--- src/rtl/fifo_pkg.sv ---
// Shared types and constants for the Async_FIFO write-side producer.
package fifo_pkg;

  typedef enum logic [1:0] {IDLE, RUN, PAUSE, DONE} wr_state_t;

  typedef enum logic [1:0] {INCR, LFSR, FIXED} pat_mode_t;

  // x^8+x^6+x^5+x^4+1 in Galois right-shift form (DATA_LINES=8)
  localparam logic [7:0] LFSR_TAPS = 8'hB8;

  // Reserved encoding 3 behaves as FIXED
  function automatic pat_mode_t decode_mode(input logic [1:0] m);
    pat_mode_t r;
    case (m)
      2'd0:    r = INCR;
      2'd1:    r = LFSR;
      default: r = FIXED;
    endcase
    return r;
  endfunction

endpackage

--- src/rtl/fifo_burst_writer_if.sv ---
// FIFO write-port bundle between the burst writer (master) and the FIFO (slave).
interface fifo_burst_writer_if #(
  parameter int DATA_LINES = 8
);
  logic                  winc;
  logic [DATA_LINES-1:0] wdata;
  logic                  wfull;
  logic                  half_full;

  modport master (output winc, output wdata, input wfull, input half_full);
  modport slave  (input winc, input wdata, output wfull, output half_full);
endinterface

--- src/rtl/fifo_pattern_gen.sv ---
// Word pattern generator: loads the first word from seed, steps to the next word on advance.
module fifo_pattern_gen
  import fifo_pkg::*;
#(
  parameter int DATA_LINES = 8
) (
  input  logic                  wclk,
  input  logic                  wrst,
  input  logic                  load,
  input  logic                  advance,
  input  logic [1:0]            mode,
  input  logic [DATA_LINES-1:0] seed,
  output logic [DATA_LINES-1:0] data
);

  localparam logic [DATA_LINES-1:0] TAPS = DATA_LINES'(LFSR_TAPS);
  localparam logic [DATA_LINES-1:0] ONE  = DATA_LINES'(1);

  pat_mode_t             mode_q;
  pat_mode_t             load_mode;
  logic [DATA_LINES-1:0] first_word;
  logic [DATA_LINES-1:0] next_word;

  // An all-zero LFSR would lock up, so a zero seed starts from 1
  always_comb begin
    load_mode  = decode_mode(mode);
    first_word = seed;
    if (load_mode == LFSR && seed == '0) begin
      first_word = ONE;
    end
  end

  always_comb begin
    next_word = data;
    case (mode_q)
      INCR:    next_word = data + ONE;
      LFSR:    next_word = (data >> 1) ^ (data[0] ? TAPS : '0);
      default: next_word = data;
    endcase
  end

  always_ff @(posedge wclk or negedge wrst) begin
    if (!wrst) begin
      mode_q <= INCR;
      data   <= '0;
    end else if (load) begin
      mode_q <= load_mode;
      data   <= first_word;
    end else if (advance) begin
      data   <= next_word;
    end
  end

endmodule

--- src/rtl/fifo_burst_writer.sv ---
// Burst producer for the Async_FIFO write port: pushes burst_len pattern words,
// honouring wfull and optional half_full throttling, and keeps burst statistics.
module fifo_burst_writer
  import fifo_pkg::*;
#(
  parameter int DATA_LINES = 8,
  parameter int LEN_W      = 9,
  parameter int CNT_W      = 16
) (
  input  logic                  wclk,
  input  logic                  wrst,
  input  logic                  start,
  input  logic                  abort,
  input  logic [LEN_W-1:0]      burst_len,
  input  logic [1:0]            mode,
  input  logic [DATA_LINES-1:0] seed,
  input  logic                  throttle_en,
  fifo_burst_writer_if.master   fifo,
  output logic                  busy,
  output logic                  done,
  output logic                  aborted,
  output logic [CNT_W-1:0]      words_written,
  output logic [CNT_W-1:0]      stall_cycles
);

  localparam logic [LEN_W-1:0] LEN_ONE = LEN_W'(1);
  localparam logic [CNT_W-1:0] CNT_ONE = CNT_W'(1);

  wr_state_t             state;
  wr_state_t             state_next;
  logic [LEN_W-1:0]      remaining;
  logic                  winc_q;
  logic                  accept;
  logic                  start_go;
  logic                  start_zero;
  logic                  advance;
  logic                  set_aborted;
  logic [DATA_LINES-1:0] pattern_data;

  assign accept = winc_q & ~fifo.wfull;

  always_comb begin
    state_next  = state;
    start_go    = 1'b0;
    start_zero  = 1'b0;
    advance     = 1'b0;
    set_aborted = 1'b0;
    case (state)
      IDLE: begin
        if (start && !abort) begin
          start_go   = (burst_len != '0);
          start_zero = (burst_len == '0);
        end
        if (start_go) state_next = RUN;
      end
      RUN: begin
        if (abort) begin
          state_next  = IDLE;
          set_aborted = 1'b1;
        end else if (accept && remaining == LEN_ONE) begin
          state_next = DONE;
        end else begin
          advance = accept;
          if (throttle_en && fifo.half_full) state_next = PAUSE;
        end
      end
      PAUSE: begin
        if (abort) begin
          state_next  = IDLE;
          set_aborted = 1'b1;
        end else if (!fifo.half_full || !throttle_en) begin
          state_next = RUN;
        end
      end
      DONE: begin
        state_next  = IDLE;
        set_aborted = abort;
      end
      default: state_next = IDLE;
    endcase
  end

  always_ff @(posedge wclk or negedge wrst) begin
    if (!wrst) begin
      state   <= IDLE;
      winc_q  <= 1'b0;
      busy    <= 1'b0;
      done    <= 1'b0;
      aborted <= 1'b0;
    end else begin
      state   <= state_next;
      winc_q  <= (state_next == RUN);
      busy    <= (state_next == RUN) || (state_next == PAUSE);
      done    <= start_zero || (state == RUN && state_next == DONE);
      if (set_aborted) begin
        aborted <= 1'b1;
      end else if (start_go) begin
        aborted <= 1'b0;
      end
    end
  end

  // Statistics saturate and hold after DONE/abort until the next real start
  always_ff @(posedge wclk or negedge wrst) begin
    if (!wrst) begin
      remaining     <= '0;
      words_written <= '0;
      stall_cycles  <= '0;
    end else if (start_go) begin
      remaining     <= burst_len;
      words_written <= '0;
      stall_cycles  <= '0;
    end else begin
      if (accept) begin
        remaining <= remaining - LEN_ONE;
        if (words_written != '1) words_written <= words_written + CNT_ONE;
      end
      if (winc_q && fifo.wfull && stall_cycles != '1) begin
        stall_cycles <= stall_cycles + CNT_ONE;
      end
    end
  end

  fifo_pattern_gen #(
    .DATA_LINES(DATA_LINES)
  ) u_pattern (
    .wclk    (wclk),
    .wrst    (wrst),
    .load    (start_go),
    .advance (advance),
    .mode    (mode),
    .seed    (seed),
    .data    (pattern_data)
  );

  assign fifo.winc  = winc_q;
  assign fifo.wdata = pattern_data;

endmodule

--- src/flat_wrapper.sv ---
// flat-port wrapper written by rule: the top's interface ports become plain ports
module fifo_burst_writer_flat import fifo_pkg::*;
#(
  parameter int DATA_LINES = 8,
  parameter int LEN_W      = 9,
  parameter int CNT_W      = 16
)
  (wclk, wrst, start, abort, burst_len, mode, seed, throttle_en, busy, done, aborted, words_written, stall_cycles, fifo_winc, fifo_wdata, fifo_wfull, fifo_half_full);
  fifo_burst_writer_if #(.DATA_LINES(DATA_LINES)) fifo_i ();
  input  logic wclk;
  input  logic wrst;
  input  logic start;
  input  logic abort;
  input  logic [LEN_W-1:0] burst_len;
  input  logic [1:0] mode;
  input  logic [DATA_LINES-1:0] seed;
  input  logic throttle_en;
  output logic busy;
  output logic done;
  output logic aborted;
  output logic [CNT_W-1:0] words_written;
  output logic [CNT_W-1:0] stall_cycles;
  output wire logic [$bits(fifo_i.winc)-1:0] fifo_winc;
  output wire logic [$bits(fifo_i.wdata)-1:0] fifo_wdata;
  input wire logic [$bits(fifo_i.wfull)-1:0] fifo_wfull;
  input wire logic [$bits(fifo_i.half_full)-1:0] fifo_half_full;
  assign fifo_winc = fifo_i.winc;
  assign fifo_wdata = fifo_i.wdata;
  assign fifo_i.wfull = fifo_wfull;
  assign fifo_i.half_full = fifo_half_full;
  fifo_burst_writer #(.DATA_LINES(DATA_LINES), .LEN_W(LEN_W), .CNT_W(CNT_W)) u_core (.wclk(wclk), .wrst(wrst), .start(start), .abort(abort), .burst_len(burst_len), .mode(mode), .seed(seed), .throttle_en(throttle_en), .fifo(fifo_i), .busy(busy), .done(done), .aborted(aborted), .words_written(words_written), .stall_cycles(stall_cycles));
endmodule
--- config.mk ---
export PLATFORM = sky130hd
export DESIGN_NAME = fifo_burst_writer_flat
export DESIGN_NICKNAME = d
export VERILOG_FILES = /design/src/rtl/fifo_pkg.sv /design/src/rtl/fifo_burst_writer_if.sv /design/src/rtl/fifo_pattern_gen.sv /design/src/rtl/fifo_burst_writer.sv /design/src/flat_wrapper.sv
export SDC_FILE = /design/constraint.sdc
export NUM_CORES = 1
export LEC_CHECK = 0
export BUFFER_PORTS_ARGS = -buffer_cell sky130_fd_sc_hd__clkbuf_2
export CAP_MARGIN = 15
export CORE_MARGIN = 5
export CORE_UTILIZATION = 30
export DETAILED_ROUTE_END_ITERATION = 8
export GPL_ROUTABILITY_DRIVEN = 0
export PLACE_DENSITY_LB_ADDON = 0.2
export SLEW_MARGIN = 20
export SYNTH_ARGS = -nofsm -noshare
export SYNTH_HDL_FRONTEND = slang
export SYNTH_SLANG_ARGS = --single-unit
--- constraint.sdc ---
create_clock -name wclk -period 2.2 [get_ports wclk]
set_clock_uncertainty 0.2 [all_clocks]
set_input_delay 0.22 -clock wclk [delete_from_list [all_inputs] [get_ports wclk]]
set_output_delay 0.22 -clock wclk [all_outputs]
set_load 0.01 [all_outputs]
=== Word-level counts from Yosys, hierarchy flattened ===
Index checks and enable logic that the tools add are counted.
Widths: inputs -> output; s select.

* Add/sub/neg operators: 4
* Reduce and logical (&&, ||, !) cells: 28
* Equality and inequality tests: 12
* Mux-type cells: 32
* Bitwise gates (word level): 3

{| class="wikitable"
|+ Operators with widths
! kind !! number
|-
| $mux 16 || 5
|-
| $add 16x1->16 const B || 2
|-
| $mux 8 || 4
|-
| $ne 16x16->1 const B || 2
|-
| $mux 9 || 2
|-
| $pmux 8 s2 || 1
|-
| $mux 2 || 6
|-
| $mux 1 || 11
|-
| $eq 2x1->1 const B || 5
|-
| $reduce_bool 2->1 || 5
|-
| $eq 9x1->1 const B || 1
|-
| $logic_not 9->1 || 1
|-
| $reduce_bool 9->1 || 1
|-
| $sub 9x1->9 const B || 1
|-
| $add 8x1->8 const B || 1
|-
| $eq 2x2->1 const B || 4
|-
| $logic_not 8->1 || 1
|-
| $pmux 2 s4 || 1
|-
| $xor 7x8->8 || 1
|-
| $logic_and 1x1->1 || 7
|-
| $logic_not 2->1 || 3
|-
| $pmux 2 s2 || 1
|-
| $reduce_and 2->1 || 2
|-
| $logic_not 1->1 || 3
|-
| 6 further kinds || 8
|}

* Bits in registers: 57
* Bits of input ports: 26
* Output and inout bits: 44

=== Depth between registers and ports, before layout ===
* Word-level depth: 9
* Mapped depth: 10

=== Cells and area by module ===
A second synthesis with hierarchy kept.

* Cells, all modules: 385
* Area total of the unflattened synthesis: 3503.4 um^2

{| class="wikitable"
|+ Modules (own cells, without submodules)
! module !! cells an instance !! times used !! sequential area each (um^2) !! area an instance (um^2)
|-
| fifo_burst_writer || 298 || 1 || 1176.1 || 2755.1
|-
| fifo_pattern_gen || 87 || 1 || 250.2 || 748.2
|}

=== Worst setup path before layout ===
Ideal clock, no wire load.

* Path kind: reg-to-reg
* Start point: reg u_core.state[0]
* End point: reg u_core.busy
* Data arrival time: 1.623 ns
* Cell stages (with the launch flop): 6
* Slack: 0.251 ns
* Cell sequence: dfrtp_1 > nor4b_4 > nand2_1 > clkbuf_1 > o21ai_0 > ha_1

* Longest elaborated chain between the ends: 6
* Elaborated cells on any way between the ends: 14
* Those cells by class: eq/ne: 5; mux: 7; reduce/logical: 2

{| class="wikitable"
|+ Ends and longest elaborated chain
! what !! RTL line !! text
|-
| from (decl) || fifo_burst_writer.sv:29 || <nowiki>wr_state_t state;</nowiki>
|-
| from (signal assigned) || fifo_burst_writer.sv:91 || <nowiki>state <= state_next;</nowiki>
|-
| $mux 2 || fifo_burst_writer.sv:64 || <nowiki>if (throttle_en && fifo.half_full) state_next = PAUSE;</nowiki>
|-
| $mux 2 || fifo_burst_writer.sv:60 || <nowiki>end else if (accept && remaining == LEN_ONE) begin</nowiki>
|-
| $mux 2 || fifo_burst_writer.sv:57 || <nowiki>if (abort) begin</nowiki>
|-
| $pmux 2 s4 (*) || fifo_burst_writer.sv:48 || <nowiki>case (state)</nowiki>
|-
| net u_core.state_next[0] || fifo_burst_writer.sv:30 || <nowiki>wr_state_t state_next;</nowiki>
|-
| $eq 2x1->1 / $eq 2x2->1 (equally long branches) || fifo_burst_writer.sv:93 || <nowiki>busy <= (state_next == RUN) || (state_next == PAUSE);</nowiki>
|-
| $logic_or 1x1->1 (*) || fifo_burst_writer.sv:93 ||
|-
| to (signal assigned) || fifo_burst_writer.sv:93 ||
|-
| to (decl) || fifo_burst_writer.sv:19 || <nowiki>output logic busy,</nowiki>
|}

Mark *: on every way through the listed nets, which the timed path passes. The rest lies on a longest branch.
A chain may end at the register's enable or synchronous reset.

=== Worst setup path in the final report ===
* Start point: in burst_len[5]
* End point: reg u_core.stall_cycles[3]

* Longest elaborated chain between the ends: 5
* Elaborated cells on any way between the ends: 6
* Those cells by class: mux: 4; reduce/logical: 2

{| class="wikitable"
|+ Ends and longest elaborated chain
! what !! RTL line !! text
|-
| from (decl) || flat_wrapper.sv:14 || <nowiki>input logic [LEN_W-1:0] burst_len;</nowiki>
|-
| $reduce_bool 9->1 (*) || fifo_burst_writer.sv:51 || <nowiki>start_go = (burst_len != '0);</nowiki>
|-
| $mux 1 (*) || fifo_burst_writer.sv:50 || <nowiki>if (start && !abort) begin</nowiki>
|-
| $mux 1 (*) (2 in a row) || fifo_burst_writer.sv:48 ||
|-
| $mux 16 / $reduce_bool 2->1 (equally long branches) || - ||
|-
| to (signal assigned) || fifo_burst_writer.sv:119 || <nowiki>stall_cycles <= stall_cycles + CNT_ONE;</nowiki>
|-
| to (decl) || fifo_burst_writer.sv:23 || <nowiki>output logic [CNT_W-1:0] stall_cycles</nowiki>
|}

Mark *: on every way between the ends. The rest lies on a longest branch, timed or not. The select of a mux whose other input is x is not followed.

==> flow_summary.json <==
{
  "critPathKind": "in -> reg",
  "grt_pass1_wl_um": 15100,
  "path_cells": "dlygate4sd3_1 -> clkbuf_2 -> nor4_1 -> nand3_1 -> and2_4 -> or4_1 -> nand2_1",
  "final_cell_mix": "clkbuf_2, dfrtp_1, nor2_1",
  "async_reset_ff_frac": 1.00,
  "power_leakage_nw": 1.97,
  "powerDensity_nw_per_um2": 714,
  "hp-class": "in -> reg",
  "hold_depth": 5,
  "max_slew_margin": 0.701,
  "avgSynthCellArea_um2": 9.11,
  "r2r-end": "u_core.done",
  "slowest_stage": "dlygate4sd3_1",
  "synth_top_area_frac": 0.427,
  "slew_viol_final": 0,
  "synth_top_cell_by_area": "dfrtp_1",
  "nFillCells": 1112,
  "peakVddDrop_v": 0.000272,
  "port_buffers": 69,
  "outcome": "completed",
  "cp.arrival_ns": 2.16,
  "ant_nets": 0,
  "dpl.hpwl_um": 6360,
  "maxCapViolCount": 0,
  "coreArea_um2": 10900,
  "routed_wl_um": 9040,
  "path_max_fanout": 4,
  "grt_max_degree": 58,
  "dieHeight_um": 116,
  "vias": 3017,
  "synth_edf_count": 0,
  "cp-start-kind": "input pin",
  "hp-start": "fifo_half_full",
  "clk_latency_ns": 0.33,
  "r2r-start": "u_core.remaining[1]",
  "clkTransAtPathRegs_ns": 0.06,
  "start_util": 0.307,
  "required_ns": 2.27,
  "setup_violations": 0,
  "drc_errors": 0,
  "fin_crit_ns": 2.09,
  "first_iter_violations": 116,
  "clock-sinks": 57,
  "syn_inst": 367,
  "synthToLayoutAreaGrowth_pct": 28.7,
  "power_mw": 3.07,
  "internal_power_mw": 2.05,
  "viasPerCell": 4.93,
  "synth-seq-cells": 57,
  "cts_buffers": 9,
  "cts_tree": "yes",
  "antenna_found_initial": 0,
  "dieArea_um2": 13400,
  "final_common_cell": "clkbuf_2",
  "fmax_mhz": 479,
  "die_w_um": 116,
  "place_area_um2": 3910,
  "cpLargestDelayFamily": "simple AND/OR/NAND/NOR gates",
  "synth.distinct_cells": 52,
  "ys_warn_count": 0,
  "grt_pass1_vias": 3001,
  "clkPwrFrac": 0.297,
  "p_sw_mw": 1.03,
  "track_usage": 0.143,
  "antenna_cells": 0,
  "switching_share": 0.334,
  "ys_seq_area_frac": 0.427,
  "ioPinCount": 70,
  "design_area_um2": 4300,
  "root_buffer": "clkbuf_8",
  "row_count": 38,
  "worst_slew_pin_slew_ns": 0.445,
  "grt_overflow": 0,
  "timing.hold.ws_ns": 0.176,
  "wire_per_inst_um": 14.8,
  "crit_buf_inv": 2,
  "tns_ns": 0,
  "cts_buffer_depth": 2,
  "power_frac_seq": 0.454,
  "cp_slowest_stage_delay_ns": 0.54,
  "firstDrtPassIters": 4,
  "htree_levels": 3,
  "power_frac_comb": 0.249,
  "synth_fp_nets": 400,
  "min_period_over_period": 0.949,
  "postCtsSetupRepairBufs": 0,
  "nets": 501,
  "hold_end": "u_core.state[1]",
  "layout-drive-gt1-share": 0.258,
  "syn_area_um2": 3340,
  "cp-end-kind": "flop",
  "synthTopCellsByArea": "dfrtp_1, xor2_1, nor2_1",
  "hold_violations": 0,
  "reg2reg_depth": 10,
  "synthFlopType": "dfrtp_1",
  "rsz0062_at_grt": "no",
  "reg2reg_slack_ns": 0.20
}
==> cell type report <==
class | instances | area (um2) | area share
Multi-Input combinational cell | 284 | 1790 | 0.415
Clock buffer | 12 | 165 | 0.0384
Tap cell | 140 | 175 | 0.0407
Inverter | 11 | 41.3 | 0.00960
Clock inverter | 3 | 15.0 | 0.00349
Timing Repair Buffer | 105 | 693 | 0.161
Sequential cell | 57 | 1430 | 0.332
==> tightest hold or removal path, delay by kind of cell <==
kind,cells,cell delay (ns)
AO/OA/AOI/OAI,1,0.13
AND/OR/NAND/NOR,3,0.20
buffers and inverters,1,0.11
==> Yosys cell counts (all sizes together) (2+ instances only) <==
| library cell | number |
|---|---|
| xnor2 | 16 |
| nor3 | 14 |
| nand2 | 35 |
| inv | 11 |
| nor2 | 45 |
| nand2b | 3 |
| and4 | 3 |
| a211o | 5 |
| a31oi | 4 |
| nor2b | 4 |
| ha | 7 |
| nand3 | 19 |
| nand4 | 19 |
| buf | 13 |
| nand3b | 3 |
| o211ai | 2 |
| o21ai | 24 |
| and2 | 3 |
| clkbuf | 2 |
| or4 | 3 |
| nor4 | 7 |
| xor2 | 19 |
| a21oi | 24 |
| dfrtp | 57 |
| and3 | 6 |
| or2 | 3 |
| or3 | 4 |
==> routing by layer <==
layer | GRT usage | vias to the layer above | part of all wire
li1 | - | 1506 | -
met1 | 0.189 | 1448 | 0.48
met4 | 0.0532 | 0 | 0.015
met3 | 0.0402 | 9 | 0.041
met2 | 0.222 | 54 | 0.46
met5 | 0 | - | 0
==> repair_timing <==
action / in CTS / in global routing
endpoints found under the setup margin: 0 / 3
hold endpoints to repair: 77 / 0
resized for setup: 0 / 3
hold buffers: 21 / 0
==> logic make-up (layout without fill, tap and decap cells) <==
group	count (synthesis)	in the layout	share of synthesized area
AOI/OAI and AO/OA	66	66	0.120
buffers and inverters	26	131	0.0408
DFF	57	57	0.427
adders and majority gates	7	7	0.0262
and+or+nand+nor	174	174	0.288
muxes	2	2	0.00636
xor gates and xnor gates	35	35	0.0917
==> flip-flops by register name, indices dropped and copies added, names as in the netlist <==
register,count
u_core.aborted,1
u_core.busy,1
u_core.done,1
u_core.fifo.winc,1
u_core.remaining,9
u_core.stall_cycles,16
u_core.state,2
u_core.u_pattern.data,8
u_core.u_pattern.mode_q,2
u_core.words_written,16
==> power groups by stage <==
stage	logic, mW	clock network (mW)	registers, mW
finish	0.764	0.912	1.39
global route	0.868	1.02	1.42
detailed placement	0.741	0	1.41
CTS	0.775	0.960	1.39
floorplan	0.424	0	1.41
global placement	0.734	0	1.40
==> how the worst max path moves through the flow <==
| stage | start | end | slack [ns] | cells past startpoint |
|---|---|---|---|---|
| 3_5_place_dp | u_core.fifo.winc | u_core.done | 0.22 | 8 |
| 2_1_floorplan | u_core.state[0] | u_core.busy | 0.25 | 5 |
| 3_3_place_gp | u_core.remaining[0] | u_core.u_pattern.data[0] | 0.24 | 7 |
| 6_report | burst_len[5] | u_core.stall_cycles[3] | 0.11 | 7 |
| 5_1_grt | u_core.remaining[6] | u_core.done | 0.03 | 8 |
| 4_1_cts | burst_len[5] | u_core.stall_cycles[3] | 0.1 | 7 |
==> metrics by stage <==
step,std cells,setup WS [ns],util
CTS,612,0.100,0.395
floorplan,367,0.251,-
global placement,576,0.240,0.359
detailed placement,576,0.218,0.359
global route,612,0.0251,0.395
finish,612,0.113,0.395
Note: power is estimated with default switching activity, not from simulation.
